$ cat config.mk
export PLATFORM = sky130hd
export DESIGN_NAME = controlador_motores
export DESIGN_NICKNAME = d
export VERILOG_FILES = /design/src/rtl/controlador_motores_pkg.sv /design/src/rtl/controlador_motores_temporizador.sv /design/src/rtl/controlador_motores.sv
export SDC_FILE = /design/constraint.sdc
export NUM_CORES = 1
export LEC_CHECK = 0
export CORE_MARGIN = 5
export CORE_UTILIZATION = 55
export DETAILED_ROUTE_END_ITERATION = 6
export PLACE_DENSITY_LB_ADDON = 0.3
export SYNTH_ARGS = -nofsm -noshare
export SYNTH_HDL_FRONTEND = slang
export SYNTH_HIERARCHICAL = 1
export SYNTH_SLANG_ARGS = --single-unit
$ cat constraint.sdc
create_clock -name CLK -period 3.2 [get_ports CLK]
set_clock_uncertainty 0.05 [all_clocks]
set_input_delay 0.64 -clock CLK [delete_from_list [all_inputs] [get_ports CLK]]
set_output_delay 0.64 -clock CLK [all_outputs]
set_load 0.02 [all_outputs]
$ cat src/rtl/controlador_motores_pkg.sv
// rtl/controlador_motores_pkg.sv - shared state encoding and mode constants for the motor sequencer
package controlador_motores_pkg;

    typedef enum logic [2:0] {
        IDLE  = 3'd0,
        M1    = 3'd1,
        PAUSA = 3'd2,
        M2    = 3'd3,
        AMBOS = 3'd4
    } estado_t;

    localparam logic MODO_SECUENCIAL = 1'b0;
    localparam logic MODO_SIMULTANEO = 1'b1;

endpackage

$ cat src/rtl/controlador_motores_temporizador.sv
// rtl/controlador_motores_temporizador.sv - loadable down-counter that times each motor phase
//
// Ports:
//   CLK       rising-edge clock
//   REINICIO  asynchronous active-low reset, clears the count
//   carga     load valor on the next edge (has priority over counting)
//   valor     value to load
//   fin       high while the count is zero
module temporizador #(
    parameter int ANCHO_CNT = 8
) (
    input  logic                 CLK,
    input  logic                 REINICIO,
    input  logic                 carga,
    input  logic [ANCHO_CNT-1:0] valor,
    output logic                 fin
);

    logic [ANCHO_CNT-1:0] cuenta;

    // Counting stops at zero, so the counter rests at 0 while the sequencer idles.
    always_ff @(posedge CLK or negedge REINICIO) begin
        if (!REINICIO) begin
            cuenta <= '0;
        end else if (carga) begin
            cuenta <= valor;
        end else if (cuenta != '0) begin
            cuenta <= cuenta - 1'b1;
        end
    end

    assign fin = (cuenta == '0);

endmodule

$ cat src/rtl/controlador_motores.sv
// rtl/controlador_motores.sv - two-motor sequencer, sequential or simultaneous runs started by an ARRANQUE edge
//
// Ports:
//   CLK       rising-edge clock
//   REINICIO  asynchronous active-low reset; outputs drop immediately
//   ARRANQUE  start request, rising-edge detected
//   MODO      0 = sequential (M1, pause, M2), 1 = simultaneous; sampled at start
//   MOTOR1    motor 1 enable
//   MOTOR2    motor 2 enable
//   OCUPADO   high while a run is in progress
//
// Optional feature REPETICION_EN: when defined, ARRANQUE high on the last
// cycle of a run chains straight into a new run (mode sampled afresh)
// without passing through IDLE.
module controlador_motores
    import controlador_motores_pkg::*;
#(
    parameter int T_ON      = 8,
    parameter int T_PAUSA   = 2,
    parameter int ANCHO_CNT = 8
) (
    input  logic CLK,
    input  logic REINICIO,
    input  logic ARRANQUE,
    input  logic MODO,
    output logic MOTOR1,
    output logic MOTOR2,
    output logic OCUPADO
);

    localparam logic [ANCHO_CNT-1:0] CARGA_ON    = ANCHO_CNT'(T_ON - 1);
    localparam logic [ANCHO_CNT-1:0] CARGA_PAUSA = ANCHO_CNT'(T_PAUSA - 1);

    estado_t              estado, estado_sig;
    logic                 arranque_ant;
    logic                 modo_reg;
    logic                 lanza;
    logic                 carga;
    logic [ANCHO_CNT-1:0] valor;
    logic                 fin;

    temporizador #(
        .ANCHO_CNT(ANCHO_CNT)
    ) u_temporizador (
        .CLK      (CLK),
        .REINICIO (REINICIO),
        .carga    (carga),
        .valor    (valor),
        .fin      (fin)
    );

    // History resets to 1 so a start input held high through reset is not
    // mistaken for a fresh edge.
    always_ff @(posedge CLK or negedge REINICIO) begin
        if (!REINICIO) begin
            estado       <= IDLE;
            arranque_ant <= 1'b1;
            modo_reg     <= MODO_SECUENCIAL;
        end else begin
            estado       <= estado_sig;
            arranque_ant <= ARRANQUE;
            if (lanza) begin
                modo_reg <= MODO;
            end
        end
    end

    always_comb begin
        estado_sig = estado;
        lanza      = 1'b0;
        carga      = 1'b0;
        valor      = '0;
        case (estado)
            IDLE: begin
                if (ARRANQUE && !arranque_ant) begin
                    lanza      = 1'b1;
                    carga      = 1'b1;
                    valor      = CARGA_ON;
                    estado_sig = (MODO == MODO_SIMULTANEO) ? AMBOS : M1;
                end
            end
            M1: begin
                if (fin) begin
                    carga      = 1'b1;
                    valor      = CARGA_PAUSA;
                    estado_sig = PAUSA;
                end
            end
            PAUSA: begin
                if (fin) begin
                    carga      = 1'b1;
                    valor      = CARGA_ON;
                    estado_sig = M2;
                end
            end
            M2, AMBOS: begin
                if (fin) begin
`ifdef REPETICION_EN
                    if (ARRANQUE) begin
                        lanza      = 1'b1;
                        carga      = 1'b1;
                        valor      = CARGA_ON;
                        estado_sig = (MODO == MODO_SIMULTANEO) ? AMBOS : M1;
                    end else begin
                        estado_sig = IDLE;
                    end
`else
                    estado_sig = IDLE;
`endif
                end
            end
            default: estado_sig = IDLE;
        endcase
    end

    // Moore decode only; AMBOS is additionally qualified by the latched mode.
    assign MOTOR1  = (estado == M1) || (estado == AMBOS && modo_reg == MODO_SIMULTANEO);
    assign MOTOR2  = (estado == M2) || (estado == AMBOS && modo_reg == MODO_SIMULTANEO);
    assign OCUPADO = (estado != IDLE);

endmodule

# Word level (Yosys, flattened, before mapping)
# Index checks and enable logic that the tools add are counted.
# W data, S select, Z words.
classes:
  addsub: 1
  n_reduce_logical: 13
  muxes: 16
  eq_ne: 8
op_table:
  columns: ["operator", "n"]
  rows:
  - ["$mux W3", 7]
  - ["$mux W8", 2]
  - ["$pmux W3 S4", 1]
  - ["$pmux W3 S3", 1]
  - ["$logic_not A8 Y1", 1]
  - ["$ne A2 B2 Y1 const B", 4]
  - ["$reduce_bool A8 Y1", 1]
  - ["$sub A8 B1 Y8 const B", 1]
  - ["$eq A3 B2 Y1 const B", 2]
  - ["$mux W1", 4]
  - ["$reduce_and A4 Y1", 1]
  - ["$reduce_or A2 Y1", 2]
  - ["$eq A3 B1 Y1 const B", 1]
  - ["$eq A3 B3 Y1 const B", 1]
  - ["$logic_not A3 Y1", 1]
  - ["$reduce_bool A3 Y1", 1]
  - ["$logic_and A1 B1 Y1", 2]
  - ["$logic_or A1 B1 Y1", 2]
  - ["$pmux W1 S2", 1]
  - ["$reduce_bool A2 Y1", 1]
  - ["$logic_not A1 Y1", 1]
word_totals:
  regBits: 13
  out_inout_bits: 3

# Depth between registers and ports, before layout
# Gate-level depths: netlist (run 1).
logic_depth:
  ltp_word: 5
  depth_mapped: 11

# Modules after synthesis
# The synthesis (run 1) kept the hierarchy.
by_module_without_submodules:
  columns: ["mod", "seq_area_each_um2", "cells_per_inst", "instances", "area_each_um2"]
  rows:
  - ["temporizador", 200.2, 54, 1, 476.7]
  - ["controlador_motores", 126.4, 37, 1, 335.3]

# Worst setup path after synthesis (run 1)
# No wires, ideal clock.
synth_path:
  kind: "register -> register"
  start: "register u_temporizador.cuenta[0]"
  end: "register u_temporizador.cuenta[4]"
  required_time_ps: 3071
  arrival_ps: 2701
  synth_period_minus_slack_ps: 2830
  setup_slack_ps: 370
  path_stages_with_launch: 12
  path_cell_list: "dfrtp_1 -> inv_1 -> ha_1 -> or3b_1 -> clkbuf_2 -> nor2_1 -> nand2_1 -> or2_2 -> a31oi_1 -> dlygate4sd1_1 -> a21oi_1 -> a2bb2oi_1"
synth_via:
  elab_chain_len: 4
  word_cells_on_any_way: 8
  cone_classes: "add/sub (1); mux (4); reduce/logical (3)"
synth_lines:
  columns: ["item", "line", "text"]
  rows:
  - ["from (decl)", "controlador_motores_temporizador.sv:19", "logic [ANCHO_CNT-1:0] cuenta;"]
  - ["from (signal assigned)", "controlador_motores_temporizador.sv:26", "cuenta <= valor;"]
  - ["from (signal assigned)", "controlador_motores_temporizador.sv:28", "cuenta <= cuenta - 1'b1;"]
  - ["$logic_not A8 Y1 *", "controlador_motores_temporizador.sv:32", "assign fin = (cuenta == '0);"]
  - ["named net fin", "controlador_motores.sv:40", "logic fin;"]
  - ["$mux W1 *", "controlador_motores.sv:83, controlador_motores.sv:90", null]
  - ["$pmux W1 S2 *", "controlador_motores.sv:73", "case (estado)"]
  - ["named net carga", "controlador_motores.sv:38", "logic carga;"]
  - ["$mux W8 or $reduce_bool A2 Y1 (tied branches)", null, null]
# Mark *: on every way through the listed nets, which the timed path passes. The rest lies on a longest branch. The select of a mux whose other input is x is not followed.
# A chain may end at the register's enable or synchronous reset.

# Final worst setup path (run 1)
layout_path:
  start: "register u_temporizador.cuenta[0]"
  end: "register u_temporizador.cuenta[5]"
# Same word-level chain as after synthesis.

==> impl_results.md, run 1 <==
- Synth area leader: dfrtp_1
- Warnings, synthesis: 6
- Inserted Diodes: 0
- Worst slew pin tran: ~0.58 ns
- Final period utilization: approximately 87%
- Slew Limit Fails: 0
- Initial Utilization: roughly three fifths
- Die X: about 48 um
- Max reg flops: 8
- Vias: about 740
- Final Hold Fails: 0
- First-pass detailed-route iteration total: 5
- Critical path class: flop to flop
- Die ar.: between 2000 and 2500 um^2
- Crit path DAT: slightly below 3 ns
- Num ports: 7
- Asr flop ratio synth: 100%
- CP cell instances: inv_1 > ha_1 > or3b_1 > nor2_1 > nand2_1 > or2_2 > a31oi_1 > buf_4 > a21oi_1 > a221oi_1
- Top flop regs: u_temporizador/cuenta x8, estado x3
- Routed vias/inst: between 6 and 7
- Number of global-route vias before repair: 647
- Setup TNS Final: 0 ns
- Startpoint Class: flop
- Core area: around 1400 um^2
- Top cells by area in the synthesized netlist: dfrtp_1 37%, nand2_1 4.6%, dfstp_2 3.2%, a21oi_1 3.1%, a31oi_1 3.1%
- # clock sinks: 13
- Status: complete, no violations
- Initial antenna violation count: 0
- Global Route met3 Usage: a little over 3%
- P_leak: roughly 0.35 nW
- Maximum VDD drop: around 0.35 mV
- Worst-path clk slew: 0.08 ns
- DP Cell Count: about 110
- PostCTS Resize Cnt: 0
- CTS tree: yes
- Max_cap viols: 0
- Grt total ovfl: 0
- FP Rows: 13
- Placer congestion estimate: a little over 0.8
- Post-synth EDFFs: 0
- Synthesized flop and latch total: 13
- P_int: about 0.44 mW
- Net count, final: roughly 110
- Most flops, register: u_temporizador/cuenta
- Post-Syn Area: just over 800 um^2
- Design Power: 0.767 mW
- Share of the synthesized area in the top cell type: 37.0%
- Most frequent cells after synthesis: 12 x dfrtp_1, 10 x nand2_1, 6 x nor2_1, 5 x a21oi_1, 5 x nor3_1
- Worst Path Max Fanout: 12
- Met1 usage: around a quarter
- DRT iter0 DRCs: 39
- Most common cell in the synthesized netlist: dfrtp_1
- Top_reg_cell synth: dfrtp_1
- Die H: between 40 and 50 um
- Buffers on Ports: 6
- Switch Pwr: about 0.32 mW
- Netlist cell types: 41
- Power density cells: 843 nW/um^2
- CTS buffer count: 3
- RSZ-0062 raised after global routing: no
- First-pass GRT wire length: a little under 3 mm
- DP HPWL: roughly 1.2 mm
- Crit path time final: ~2.8 ns
- Max Root-Sink Buffers: 2
- Hold Crit Class: flop to flop
- Mapped Cells: 91
- Final WL: 1.70 mm
- Area Overhead vs Synth: 12.0%
- CP max stage delay: 0.47 ns
- Post-synthesis sequential area ratio: between 40% and 50%
- Endpoints failing setup: 0
- Post-CTS Repair Setup Buffers: 0
- Largest net degree at the start of global routing: 14
- Sequential power share: between 40 and 50%
- Combinational share of power: a little over two fifths
- Worst skew pair latency: between 0.2 and 0.3 ns
- GRT Util Overall: about 15%
- # H-tree levels: 1
- Sw frac: between 40% and 50%
- ANT nets after route: 0
- Top Usage Layer GRT: met1
- CP max-delay cell: or3b_1
- Wirelength per Cell: approximately 15 um
- Crit end category: flop
- Hold-fix buffers, CTS: 0
- Max Clk Rate: about 360 MHz
- Slew HR: roughly three fifths
- Clk network pwr share: 12.8%
- # DRC: 0
- Share of cells above drive strength 1: between 10% and 20%
- Syn avg cell area: just under 9 um^2
- Required time of the critical path: 3.31 ns
- Root Buffer Master: clkbuf_4
- Met2 global-route usage: roughly a fifth
- Final non-filler cell total: roughly 120
## critical path, delay by kind of cell, from the launching register on
kind | cells | cell delay (ns)
fa+ha+maj | 1 | 0.22
buf+inv | 2 | 0.33
simple gates | 4 | 1.04
compound gates | 3 | 0.62
flops | 1 | 0.41
## stage by stage
step	util (%)	setup WS, ns	hold slack (ns)	instance area (um^2)
global route	67.4	0.168	0.519	910
floorplan	-	0.370	0.294	827
CTS	67.4	0.441	0.497	910
finish	67.4	0.426	0.510	910
global placement	65.4	0.578	0.469	883
detailed placement	65.4	0.464	0.479	883
## layer usage
metal	vias up	part of all wire, %
met2	28	45
li1	358	-
met1	350	48
met4	0	0
met3	0	6.3
met5	-	0
## final timing paths
| check | endpoint | cells after the start | startpoint | slack, ns |
|---|---|---|---|---|
| setup / recovery | u_temporizador/cuenta[5] | 10 | u_temporizador/cuenta[0] | 0.43 |
| hold / removal | modo_reg | 1 | modo_reg | 0.51 |
| setup reg to reg | u_temporizador/cuenta[5] | 10 | u_temporizador/cuenta[0] | 0.43 |
| hold reg to reg | modo_reg | 1 | modo_reg | 0.51 |
| max in group asynchronous | arranque_ant | 1 | REINICIO | 2.03 |
| min in group asynchronous | estado[0] | 1 | REINICIO | 0.68 |
## cell families (layout without fill, tap and decap cells)
group,Yosys count,in the layout,share of synthesized area (%)
and+or+nand+nor,40,40,26.8
AOI/OAI and AO/OA,23,23,19.7
DFF,13,13,40.2
buffers and inverters,9,16,6.47
xor gates and xnor gates,2,2,2.16
muxes,2,2,2.62
adders and majority gates,1,1,1.54
other,1,5,0.462
## power by group through the flow
stage	logic, mW	clock network (mW)	registers, mW
2_1_floorplan	0.278	0	0.296
5_1_grt	0.366	0.114	0.353
3_3_place_gp	0.314	0	0.334
6_report	0.326	0.0984	0.342
4_1_cts	0.326	0.104	0.336
3_5_place_dp	0.323	0	0.339
## placed cells by master (no fill, tap or decap), types with 2 or more instances in the layout
cell type	synthesis	final
dfrtp_1	12	12
nand2_1	10	10
nor2_1	6	6
clkdlybuf4s50_1	0	6
nor3_1	5	5
a21oi_1	5	5
conb_1	1	5
inv_1	4	4
a31oi_1	4	4
nand3_1	4	4
o21ai_0	3	3
clkbuf_4	0	3
o31ai_1	3	3
nand3b_1	2	2
or3b_1	2	2
buf_4	1	2
or4_1	2	2
nor4_1	2	2
## final cells by class
cell class | count | area [um^2]
inverters | 4 | 15.0
fillers | 99 | 440
multi-input cells | 73 | 448
clock buffers | 4 | 26.3
flip-flops and latches | 13 | 327
well taps | 15 | 18.8
repair buffers | 8 | 75.1
No activity file was read; power rests on OpenSTA's default activity.
==> inputs of run 2 (changes only) <==
--- a/config.mk
+++ b/config.mk
@@ -6,10 +6,9 @@
 export NUM_CORES = 1
 export LEC_CHECK = 0
 export CORE_MARGIN = 5
-export CORE_UTILIZATION = 55
+export CORE_UTILIZATION = 54
 export DETAILED_ROUTE_END_ITERATION = 6
 export PLACE_DENSITY_LB_ADDON = 0.3
 export SYNTH_ARGS = -nofsm -noshare
 export SYNTH_HDL_FRONTEND = slang
-export SYNTH_HIERARCHICAL = 1
 export SYNTH_SLANG_ARGS = --single-unit
==> constraint.sdc (replaced) <==
create_clock -name CLK -period 2.7 [get_ports CLK]
set_clock_uncertainty 0.05 [all_clocks]
set_input_delay 0.54 -clock CLK [delete_from_list [all_inputs] [get_ports CLK]]
set_output_delay 0.54 -clock CLK [all_outputs]
set_load 0.02 [all_outputs]
==> run 2 against run 1 <==
Clock power grew 24%. Critical path depth fell by 7. Total power rose by 34%. Via count decreased by 17%. Global-route usage decreased by 2.1 points.
==> impl_results.md, run 2 <==
- R2R Path Start: u_temporizador.cuenta[0]
- Inserted Diodes: 0
- # clock sinks: 13
- Critical path class: flop to output pin
- Worst skew pair latency: about 0.28 ns
- Commonest non-fill, non-tap cell in the layout: dfrtp_1
- Initial antenna violation count: 0
- P_leak: between 0.3 and 0.4 nW
- PostCTS Resize Cnt: 0
- First-pass detailed-route iteration total: 4
- Crit path time final: about 2.5 ns
- Die ar.: 2360 um^2
- Design Power: 1.03 mW
- ANT nets after route: 0
- CTS buffer count: 3
- CP cell instances: mux2_2 > nor2_1 > clkdlybuf4s50_1
- Die H: 48.6 um
- CP max-delay cell: clkdlybuf4s50_1
- Final WL: roughly 1.4 mm
- Max Root-Sink Buffers: 2
- DRT iter0 DRCs: 19
- Syn nets: between 80 and 90
- Synth area leader: dfrtp_1
- Buffers on Ports: 6
- Buffer and inverter count on the worst path: 1
- Max_cap viols: 0
- RSZ-0062 raised after global routing: no
- Routed vias/inst: a little under 6
- Setup TNS Final: 0 ns
- Initial Utilization: 55.3%
- Status: complete, no violations
- Post-synthesis sequential area ratio: 40.6%
- Most frequent cells after synthesis: 12 x dfrtp_1, 9 x nor2_1, 6 x a21oi_1, 6 x inv_1, 5 x nor3_1
- Num ports: 7
- Top cells by area in the synthesized netlist: dfrtp_1 37%, nor2_1 4.2%, a21oi_1 3.7%, mux2i_1 3.7%, dfstp_2 3.3%
- Asr flop ratio synth: 100%
- Post-Syn Area: around 800 um^2
- Slew Limit Fails: 0
- Post-CTS Repair Setup Buffers: 0
- Most flops, register: u_temporizador.cuenta
- Share of cells above drive strength 1: between 10% and 20%
- Final period utilization: around 93%
- GRT Util Overall: between 10% and 20%
- Hold Crit Class: flop to flop
- Reg2reg setup slack: roughly 0.74 ns
- Worst Hold Launch: modo_reg
- Endpoints failing setup: 0
- Crit end category: output pin
- Most common cell in the synthesized netlist: dfrtp_1
- CP top delay family: buffers and inverters
- Placer congestion estimate: between 0.8 and 0.9
- Power density cells: 1170 nW/um^2
- Slew HR: about three fifths
- # H-tree levels: 1
- Max Clk Rate: 400 MHz
- End point of the worst hold path: modo_reg
- Worst Path Max Fanout: 12
- DP HPWL: around 1.1 mm
- FP Rows: 14
- Warnings, synthesis: 0
- # DRC: 0
- Reg2reg path depth: 6
- Maximum VDD drop: 0.488 mV
- Netlist cell types: 34
- Max reg flops: 8
- Largest net degree at the start of global routing: 14
- Required time of the critical path: roughly 2.1 ns
- Worst hold path depth: 1
- Area Overhead vs Synth: 9.18%
- Wirelength per Cell: 13.6 um
- Worst slew pin tran: around 0.59 ns
- Final Hold Fails: 0
- CTS tree: yes
- Top flop regs: u_temporizador.cuenta x8, estado x3
- Vias: 610
- Worst-path clk slew: ~0.08 ns
- Crit path DAT: 1.91 ns
- Grt total ovfl: 0
- Number of global-route vias before repair: slightly above 600
- FF-to-FF End: u_temporizador.cuenta[7]
- Syn avg cell area: 9.69 um^2
- First-pass GRT wire length: approximately 2.6 mm
- Post-synth EDFFs: 0
- CP max stage delay: between 0.6 and 0.7 ns
- Top_reg_cell synth: dfrtp_1
- Hold-fix buffers, CTS: 0
- Startpoint Class: flop
- Core area: between 1000 and 1500 um^2
- Mapped Cells: 83
- Leading cell types in the layout, fill and taps excluded: 12 x dfrtp_1, 9 x nor2_1, 6 x inv_1, 6 x a21oi_1, 6 x clkdlybuf4s50_1
- Root Buffer Master: clkbuf_4
- Net count, final: between 90 and 100
- Share of the synthesized area in the top cell type: 37.3%
- CP Depth: 3
- Synthesized flop and latch total: 13
- Die X: 48.6 um
run 2: cell count changes in the layout (fill, tap and decap cells not counted), sizes merged, moves of 3 or more:
cell	change
nand2	-7
conb	-5
a211oi	+3
nand3	-3
run 2: per-stage QoR:
| stage | instance area [um^2] | cells | utilization (%) | hold WS [ns] | worst slack (ns) |
|---|---|---|---|---|---|
| floorplan | 805 | 83 | - | 0.194 | 0.961 |
| global placement | 852 | 101 | 58.6 | 0.426 | 0.539 |
| detailed placement | 852 | 101 | 58.6 | 0.436 | 0.504 |
| CTS | 878 | 105 | 60.4 | 0.456 | 0.197 |
| global route | 878 | 105 | 60.4 | 0.527 | 0.0589 |
| finish | 878 | 105 | 60.4 | 0.448 | 0.197 |
run 2: layout make-up:
class	count	area (um^2)
Fill cell	123	576
Multi-Input combinational cell	60	423
Sequential cell	13	327
Timing Repair Buffer	6	60.1
Clock buffer	4	26.3
Inverter	6	22.5
Tap cell	16	20.0
run 2: worst max-delay path by stage:
stage,end,from,slack (ns)
6_report,MOTOR1,estado[0],0.20
5_1_grt,MOTOR1,estado[2],0.06
4_1_cts,MOTOR1,estado[0],0.20
3_5_place_dp,MOTOR1,estado[2],0.50
3_3_place_gp,MOTOR1,estado[0],0.54
2_1_floorplan,MOTOR1,estado[0],0.96
run 2: worst reg2reg max path: cells and delay by family, from the launching register on:
kind                       cells  cell delay, ns
adders and majority gates      1            0.24
and+or+nand+nor                2            0.46
AOI/OAI and AO/OA              2            0.57
DFF                            1            0.38
buffers and inverters          1            0.14
run 2: where the power goes:
group | switching [mW] | total (mW) | internal (mW)
logic | 0.248 | 0.492 | 0.244
clock network | 0.0649 | 0.122 | 0.0573
registers | 0.133 | 0.412 | 0.279
total | 0.446 | 1.03 | 0.580
run 2: logic make-up (layout without fill, tap and decap cells):
kind of cell / Yosys count / in the layout / synth area share [%]
DFF: 13 / 13 / 40.6
buffers and inverters: 10 / 16 / 6.84
adders and majority gates: 2 / 2 / 3.11
and+or+nand+nor: 34 / 34 / 25.8
xor gates and xnor gates: 3 / 3 / 3.27
AOI/OAI and AO/OA: 16 / 16 / 13.8
muxes: 5 / 5 / 6.53
run 2: layer usage:
layer	vias up	part of all wire (%)	global-route usage, %
li1	312	-	-
met4	0	0.91	4.04
met3	2	5.5	3.07
met1	276	44	17.1
met2	20	49	22.4
met5	-	0	0
